<file path="config.mk">
export PLATFORM = sky130hd
export DESIGN_NAME = instr_mem_loader
export DESIGN_NICKNAME = d
export VERILOG_FILES = /design/src/rtl/instr_mem_loader.sv
export SDC_FILE = /design/constraint.sdc
export NUM_CORES = 1
export LEC_CHECK = 0
export ABC_AREA = 0
export CORE_ASPECT_RATIO = 2
export CORE_MARGIN = 2
export CORE_UTILIZATION = 43
export CTS_BUF_LIST = sky130_fd_sc_hd__clkbuf_4 sky130_fd_sc_hd__clkbuf_8 sky130_fd_sc_hd__clkbuf_16
export CTS_CLUSTER_SIZE = 40
export DETAILED_ROUTE_END_ITERATION = 8
export PLACE_DENSITY_LB_ADDON = 0.2
export SYNTH_ARGS = -nofsm -noshare
export SYNTH_HDL_FRONTEND = slang
export SYNTH_SLANG_ARGS = --single-unit
</file>
<file path="constraint.sdc">
create_clock -name clk -period 2.9 [get_ports clk]
set_input_delay 0.435 -clock clk [delete_from_list [all_inputs] [get_ports clk]]
set_output_delay 0.435 -clock clk [all_outputs]
set_load 0.1 [all_outputs]
</file>
<file path="src/rtl/instr_mem_loader.sv">
// Packs RV32I field tuples (R/I/S/B/U/J) into 32-bit words and writes them
// to instruction memory at sequential word addresses.
//
// Ports:
//   clk, rst_n          clock, async active-low reset
//   start               restart loading at BASE_ADDR
//   in_valid/in_ready   tuple handshake
//   in_fmt..in_imm      instruction fields
//   in_last             tuple is the final instruction
//   mem_we/mem_ready    write request, held until accepted
//   mem_addr/mem_wdata  word address and encoded instruction
//   busy/done/err/count status

module instr_mem_loader #(
  parameter int ADDR_WIDTH = 10,
  parameter int BASE_ADDR  = 0
) (
  input  logic                  clk,
  input  logic                  rst_n,
  input  logic                  start,
  input  logic                  in_valid,
  output logic                  in_ready,
  input  logic [2:0]            in_fmt,
  input  logic                  in_last,
  input  logic [6:0]            in_opcode,
  input  logic [4:0]            in_rd,
  input  logic [4:0]            in_rs1,
  input  logic [4:0]            in_rs2,
  input  logic [2:0]            in_funct3,
  input  logic [6:0]            in_funct7,
  input  logic [31:0]           in_imm,
  output logic                  mem_we,
  input  logic                  mem_ready,
  output logic [ADDR_WIDTH-1:0] mem_addr,
  output logic [31:0]           mem_wdata,
  output logic                  busy,
  output logic                  done,
  output logic                  err,
  output logic [ADDR_WIDTH:0]   count
);

  typedef enum logic [1:0] {
    S_IDLE,
    S_LOAD,
    S_DONE
  } state_t;

  localparam logic [ADDR_WIDTH-1:0] L_BASE =
    ADDR_WIDTH'(BASE_ADDR);
  localparam logic [ADDR_WIDTH-1:0] L_TOP = '1;
  localparam logic [ADDR_WIDTH-1:0] L_ONE =
    ADDR_WIDTH'(1);
  localparam logic [ADDR_WIDTH:0] L_CONE =
    (ADDR_WIDTH+1)'(1);

  state_t                r_state;
  state_t                w_state_nx;
  logic                  r_we;
  logic                  w_we_nx;
  logic [ADDR_WIDTH-1:0] r_addr;
  logic [ADDR_WIDTH-1:0] w_addr_nx;
  logic [31:0]           r_wdata;
  logic [31:0]           w_wdata_nx;
  logic                  r_last;
  logic                  w_last_nx;
  logic                  r_done;
  logic                  w_done_nx;
  logic                  r_err;
  logic                  w_err_nx;
  logic [ADDR_WIDTH:0]   r_count;
  logic [ADDR_WIDTH:0]   w_count_nx;

  logic                  w_legal;
  logic [31:0]           w_enc;
  logic                  w_load;
  logic                  w_final;
  logic                  w_ready;
  logic                  w_acc;
  logic                  w_wr;

  always_comb begin
    w_legal = 1'b1;
    w_enc   = '0;
    unique case (in_fmt)
      3'd0: w_enc = {in_funct7, in_rs2, in_rs1,
                     in_funct3, in_rd, in_opcode};
      3'd1: w_enc = {in_imm[11:0], in_rs1,
                     in_funct3, in_rd, in_opcode};
      3'd2: w_enc = {in_imm[11:5], in_rs2, in_rs1,
                     in_funct3, in_imm[4:0], in_opcode};
      3'd3: w_enc = {in_imm[12], in_imm[10:5],
                     in_rs2, in_rs1, in_funct3,
                     in_imm[4:1], in_imm[11], in_opcode};
      3'd4: w_enc = {in_imm[31:12], in_rd, in_opcode};
      3'd5: w_enc = {in_imm[20], in_imm[10:1],
                     in_imm[11], in_imm[19:12],
                     in_rd, in_opcode};
      default: w_legal = 1'b0;
    endcase
  end

  assign w_load = (r_state == S_LOAD);

  // A word in flight that ends the program (last or top
  // address) must not be followed by another accept.
  assign w_final = r_we && (r_last || (r_addr == L_TOP));

  assign w_ready = w_load && (!r_we || mem_ready)
                   && !w_final;
  assign w_acc   = in_valid && w_ready && !start;
  assign w_wr    = r_we && mem_ready;

  always_comb begin
    w_state_nx = r_state;
    w_we_nx    = r_we;
    w_addr_nx  = r_addr;
    w_wdata_nx = r_wdata;
    w_last_nx  = r_last;
    w_done_nx  = r_done;
    w_err_nx   = r_err;
    w_count_nx = r_count;
    if (start) begin
      w_state_nx = S_LOAD;
      w_we_nx    = 1'b0;
      w_addr_nx  = L_BASE;
      w_last_nx  = 1'b0;
      w_done_nx  = 1'b0;
      w_err_nx   = 1'b0;
      w_count_nx = '0;
    end else if (w_load) begin
      if (w_wr) begin
        w_we_nx    = 1'b0;
        w_addr_nx  = r_addr + L_ONE;
        w_count_nx = r_count + L_CONE;
        if (r_addr == L_TOP) begin
          w_err_nx   = 1'b1;
          w_state_nx = S_DONE;
          w_done_nx  = 1'b1;
        end else if (r_last) begin
          w_state_nx = S_DONE;
          w_done_nx  = 1'b1;
        end
      end
      if (w_acc) begin
        if (w_legal) begin
          w_we_nx    = 1'b1;
          w_wdata_nx = w_enc;
          w_last_nx  = in_last;
        end else begin
          w_err_nx = 1'b1;
          if (in_last) begin
            w_state_nx = S_DONE;
            w_done_nx  = 1'b1;
          end
        end
      end
    end
  end

  always_ff @(posedge clk or negedge rst_n) begin
    if (!rst_n) begin
      r_state <= S_IDLE;
      r_we    <= 1'b0;
      r_addr  <= L_BASE;
      r_wdata <= '0;
      r_last  <= 1'b0;
      r_done  <= 1'b0;
      r_err   <= 1'b0;
      r_count <= '0;
    end else begin
      r_state <= w_state_nx;
      r_we    <= w_we_nx;
      r_addr  <= w_addr_nx;
      r_wdata <= w_wdata_nx;
      r_last  <= w_last_nx;
      r_done  <= w_done_nx;
      r_err   <= w_err_nx;
      r_count <= w_count_nx;
    end
  end

  assign in_ready  = w_ready;
  assign mem_we    = r_we;
  assign mem_addr  = r_addr;
  assign mem_wdata = r_wdata;
  assign busy      = w_load;
  assign done      = r_done;
  assign err       = r_err;
  assign count     = r_count;

endmodule

</file>
==> out/summary.txt, run 1 <==
Detail Route met3 WL: 689 um
Startpoint Class: flop
post-synthesis cell type count: 42
pre-CTS setup slack: 0.3737 ns
fin crit period: 2.248 ns
num rows: 44
Detailed Route WL: 8287 um
NumNets Final: 494
VDD IR max: 0.5533 mV
R2R cell count: 6
Initial Utilization: 43.97%
Worst Path Arrival: 1.81 ns
# setup viols final: 0
Die Height: 125.0 um
Worst Hold Class: input pin to async pin
clk_skew: 0.007488 ns
internal power: 2121 uW
CP startpoint: mem_addr[0]
Placer Congestion: 0.8427
post-CTS sizing: 0
largest net degree at the start of global routing: 33
I/O Buffers: 130
Synth Register Bits: 59
final core utilization: 66.07%
combinational share of power: 41.4%
Setup crit end kind: output pin
routed length on met1: 3421 um
total gr overflow: 0
fraction of layout cells with a size suffix above 1: 22.88%
worst hold slack: 0.09854 ns
CTS Sinks: 59
ant diodes: 0
reg2reg end: mem_wdata[12]
Sw Pwr: 1612 uW
Critical R2R Launch: mem_addr[0]
Max Used Layer: met4
DR WL/cell: 16.06 um
Rel. slew slack: 45.32%
worst-skew pair later-pin latency: 0.33 ns
# IOs: 131
post-synthesis cell count: 289
Clock Path Buffers: 2
post-route antenna net violation count: 0
Post-Syn Nets: 364
final instance area: 4728 um^2
Total GRT Usage: 22.23%
sequential share of the synthesized area: 46.92%
Clk pin slew, worst setup/hold paths: 0.05 ns
Seq pwr share: 27.5%
final slew viol count: 0
Num CTS Buffers: 9
met2 routed WL: 3974 um
Switching Share: 43.17%
# H-tree levels: 3
Post-DP Area: 4400 um^2
post-DR vias/cell: 5.386
outcome: finished clean
Synth Warn #: 0
die area: 8060 um^2
max-cap violations: 0
initial antenna violation count: 0
Die Wd: 64.49 um
Core Region: 7157 um^2
power density cells: 789.5 nW/um^2
Max Fanout on Critical Path: 7
RSZ-0062 raised after global routing: false
cts hold-fix bufs: 0
Least-Margin Pin Slew: 0.8172 ns
final setup margin: 0.6524 ns
Achievable Freq: 444.9 MHz
Critical Path RT: 2.47 ns
Final Hold Viols: 0
drt first pass iters: 6
via count: 2779
mapped cell area: 3147 um^2
number of setup buffers added after CTS: 0
Root Buffer: clkbuf_16
Area growth, synth to finish: 50.26%
number of remaining DRC errors: 0
DP HPWL: 5989 um
Setup CP Type: flop to output pin
setup tns final: 0 ns
first-pass GRT wire length: 13990 um
flop-to-flop setup slack: 0.72 ns
Clock power frac: 31.1%
syn avg cell area: 10.89 um^2
Iter 0 DRT Violations: 268
vias in the first global route: 2906
CTS tree: built
leakage: 0.002171 uW
Final Cycle Share: 77.50%
[cells by family after synthesis]
| kind of cell | share of synthesized area, % |
|---|---|
| simple gates | 11.45 |
| compound gates | 13.60 |
| xor+xnor | 4.732 |
| fa+ha+maj | 0.7951 |
| flops | 46.92 |
| mux | 17.89 |
| buf+inv | 4.612 |
[metrics by stage]
| stage | instances | power (uW) |
|---|---|---|
| after floorplan | 289 | 2175 |
| after global placement | 500 | 2567 |
| after detailed placement | 500 | 2591 |
| after CTS | 516 | 3763 |
| after global routing | 516 | 3860 |
| final | 516 | 3733 |
[final cells by class]
cell class                 count  area (um^2)
inverter                      12        45.04
sequential                    59         1476
clock inverter                 5        75.07
timing repair buffer         138         1236
fill                         574         2429
multi-input combinational    199         1528
clock buffer                  11        252.7
tap                           92        115.1
[worst max-delay path by stage]
stage,to,cells past startpoint
6_report,in_ready,5
2_1_floorplan,in_ready,5
3_5_place_dp,mem_wdata[26],5
4_1_cts,in_ready,5
3_3_place_gp,mem_wdata[26],5
5_1_grt,mem_wdata[25],5
[critical path, cell delays in order, from the launching register on]
cell	delay, ns
dfrtp_1	0.43
ha_1	0.24
and3_1	0.27
and4_4	0.24
nor2_2	0.12
buf_12	0.19
[state kept, by name, indices dropped and copies added, names as in the netlist]
name / count
mem_addr: 10
err: 1
r_state: 2
r_last: 1
count: 11
mem_we: 1
done: 1
mem_wdata: 32
[Yosys cell counts, drive strengths merged]
master / n / area (um^2)
or3: 3 / 18.77
a41oi: 1 / 8.760
a31oi: 3 / 18.77
a21oi: 10 / 50.05
clkbuf: 9 / 33.78
a211oi: 2 / 15.01
o31ai: 1 / 7.510
nor2: 21 / 78.83
and4b: 1 / 10.01
o21ai: 12 / 60.06
dfrtp: 59 / 1476
nand3b: 2 / 15.01
xnor2: 2 / 17.52
nand3: 4 / 20.02
a2bb2oi: 1 / 8.760
a31o: 1 / 8.760
nor2b: 2 / 12.51
and2: 2 / 12.51
and3: 5 / 31.28
o22a: 1 / 8.760
inv: 11 / 41.29
nand2b: 4 / 25.02
o22ai: 1 / 6.260
nand2: 14 / 52.55
o211ai: 5 / 37.54
nor4: 1 / 21.27
a221o: 1 / 10.01
a22oi: 4 / 30.03
o2111ai: 3 / 26.28
clkinv: 1 / 3.750
xor2: 15 / 131.4
mux2: 34 / 382.9
nand4: 4 / 25.02
mux2i: 18 / 180.2
buf: 10 / 66.31
a22o: 15 / 131.4
and4: 4 / 37.54
ha: 2 / 25.02
[cell usage in the layout (no fill, tap or decap), types with 3 or more instances in the layout]
cell type | netlist | layout
clkdlybuf4s50_1 | 0 | 71
buf_4 | 0 | 64
dfrtp_1 | 59 | 59
mux2_1 | 24 | 24
nor2_1 | 21 | 20
mux2i_1 | 18 | 18
a22o_1 | 15 | 15
xor2_1 | 15 | 15
nand2_1 | 14 | 14
o21ai_0 | 12 | 12
inv_1 | 11 | 11
a21oi_1 | 10 | 10
mux2_2 | 10 | 10
clkbuf_16 | 0 | 9
and3_1 | 5 | 5
o211ai_1 | 5 | 5
nand2b_1 | 4 | 4
nand3_1 | 4 | 4
nand4_1 | 4 | 4
a22oi_1 | 4 | 4
and4_1 | 3 | 3
or3_1 | 3 | 3
a31oi_1 | 3 | 3
o2111ai_1 | 3 | 3
clkinv_2 | 0 | 3
[power by group through the flow]
stage	Combinational, uW	Clock, uW	Sequential [uW]
after floorplan	234	0	1940
after global placement	1530	0	1030
after detailed placement	1550	0	1040
after CTS	1560	1180	1030
after global routing	1600	1220	1040
final	1550	1160	1030
[per-layer routing]
metal / track usage (%) / vias up
met5: 0 / -
li1: - / 1305
met2: 34.50 / 116
met3: 6.475 / 18
met4: 11.01 / 0
met1: 28.03 / 1340
No activity file was read; power rests on OpenSTA's default activity.
==> run 2, diff against run 1 <==
- clock period: 2.9 -> 2.2 ns (I/O delays scaled with it)
==> out/summary.txt, run 2 (synthesis gave the netlist of run 1 again) <==
Initial Utilization: 43.97% (unchanged)
# H-tree levels: 3 (unchanged)
Critical Path End: mem_wdata[1]
power density cells: 1002 nW/um^2 (+27%)
RSZ-0062 raised after global routing: false
Final Hold Viols: 0 (unchanged)
combinational share of power: 42.8% (+1.4 points)
Seq pwr share: 27.9% (+0.4 points)
setup tns final: 0 ns (unchanged)
num rows: 44 (unchanged)
Critical R2R Launch: r_last
flop-to-flop setup slack: 0.15 ns (-0.57 ns)
outcome: finished clean
reg2reg end: mem_wdata[1]
Worst Path Arrival: 2.28 ns (+0.47 ns)
# IOs: 131 (unchanged)
initial antenna violation count: 0 (unchanged)
largest net degree at the start of global routing: 46 (+39%)
die area: 8060 um^2 (unchanged)
fraction of layout cells with a size suffix above 1: 29.33% (+6.5 points)
Clk pin slew, worst setup/hold paths: 0.05 ns (about the same)
fin crit period: 2.068 ns
most frequent cells in the layout: clkdlybuf4s50_1, buf_4, dfrtp_1, nor2_1, mux2i_1
Design Power: 4884 uW (+31%)
final core utilization: 68.13% (+2.1 points)
total gr overflow: 0 (unchanged)
Switching Share: 43.18% (about the same)
CTS Sinks: 59 (unchanged)
Largest register FFs: 32 (unchanged)
CP startpoint: mem_ready
Iter 0 DRT Violations: 208 (-22%)
internal power: 2775 uW (+31%)
most common cell after layout, fill and taps aside: clkdlybuf4s50_1
first-pass GRT wire length: 13520 um (-3.4%)
Startpoint Class: input pin
VDD IR max: 0.7943 mV (+44%)
ant diodes: 0 (unchanged)
Post-DP Area: 4537 um^2 (+3.1%)
Setup crit end kind: flop
vias in the first global route: 2849 (-2.0%)
CTS tree: built
Final Cycle Share: 94.00%
Worst Hold Class: input pin to async pin
Critical Path RT: 2.41 ns (-0.06 ns)
Max Fanout on Critical Path: 14 (+7)
clk_skew: 0.005724 ns (-0.001764 ns)
Achievable Freq: 483.6 MHz
Least-Margin Pin Slew: 0.7783 ns (-0.03894 ns)
Detailed Route WL: 8232 um (-0.66%)
Root Buffer: clkbuf_16
final slew viol count: 0 (unchanged)
DR WL/cell: 15.68 um (-2.4%)
Rel. slew slack: 47.92% (+2.6 points)
leakage: 0.002215 uW (+2.1%)
drt first pass iters: 4 (-2)
Die Height: 125.0 um (unchanged)
number of remaining DRC errors: 0 (unchanged)
worst-skew pair later-pin latency: 0.33 ns (about the same)
Core Region: 7157 um^2 (unchanged)
Die Wd: 64.49 um (unchanged)
Placer Congestion: 0.8061 (-4.3%)
Area growth, synth to finish: 54.95%
R2R cell count: 6 (unchanged)
I/O Buffers: 130 (unchanged)
Num CTS Buffers: 9 (unchanged)
max-cap violations: 0 (unchanged)
post-DR vias/cell: 5.269 (-2.2%)
via count: 2766 (-0.47%)
post-route antenna net violation count: 0 (unchanged)
Total GRT Usage: 21.56% (-0.67 points)
Clock Path Buffers: 2 (unchanged)
final instance area: 4876 um^2 (+3.1%)
DP HPWL: 5926 um (-1.0%)
# setup viols final: 0 (unchanged)
Clock power frac: 29.4% (-1.7 points)
Sw Pwr: 2109 uW (+31%)
NumNets Final: 503 (+1.8%)
Setup CP Type: input pin to flop
[run 2: power by group through the flow]
| stage | combinational, uW | clock [uW] | sequential (uW) |
|---|---|---|---|
| 6_report | 2090 | 1430 | 1360 |
| 5_1_grt | 2160 | 1510 | 1380 |
| 3_3_place_gp | 2060 | 0 | 1380 |
| 3_5_place_dp | 2090 | 0 | 1380 |
| 4_1_cts | 2090 | 1460 | 1360 |
| 2_1_floorplan | 345 | 0 | 2560 |
[run 2: layout make-up]
type | count | area, um^2
clock buffer | 14 | 275.3
clock inverter | 2 | 35.03
fill | 562 | 2281
inverter | 12 | 45.04
multi-input combinational | 199 | 1584
sequential | 59 | 1495
tap | 92 | 115.1
timing repair buffer | 147 | 1326
[run 2: stage by stage]
| stage | setup slack [ns] | std cells | hold WS [ns] |
|---|---|---|---|
| floorplan | -0.1329 | 289 | 0.03441 |
| global placement | 0.003619 | 507 | 0.2523 |
| detailed placement | -0.04179 | 507 | 0.2636 |
| CTS | 0.03790 | 524 | 0.4454 |
| global route | 0.04571 | 525 | 0.4899 |
| finish | 0.1320 | 525 | 0.4481 |
[run 2: per-layer routing]
metal	global-route usage (%)	wire, um
met1	26.23	3361
met2	34.31	3996
met3	7.194	661
met4	9.762	213
met5	0	0
[run 2: worst max-delay path, cell delays in order]
cell and delay (ns):
clkdlybuf4s50_1 0.50, nand2b_1 0.09, a221o_1 0.37, nor4_4 0.33
buf_6 0.23, buf_4 0.14, mux2_4 0.28
[run 2: worst min path at each step]
stage	end	slack [ns]	cells after the start
final	mem_wdata[1]	0.45	2
after CTS	mem_wdata[1]	0.45	2
after global placement	mem_wdata[0]	0.25	1
after detailed placement	mem_wdata[1]	0.26	1
after floorplan	count[0]	0.03	0
after global routing	mem_wdata[1]	0.49	2
[run 2: what timing repair did]
item,CTS,global route
buffers inserted,0,1
endpoints found under the setup margin,0,5
resized for setup,0,3
hold buffers,1,0
hold endpoints to repair,14,0
==> run 3, diff against run 2 <==
- CTS_CLUSTER_SIZE: 40 -> default
==> results of run 3 <==
Final layout, timing and power as in run 2 (identical DEF).
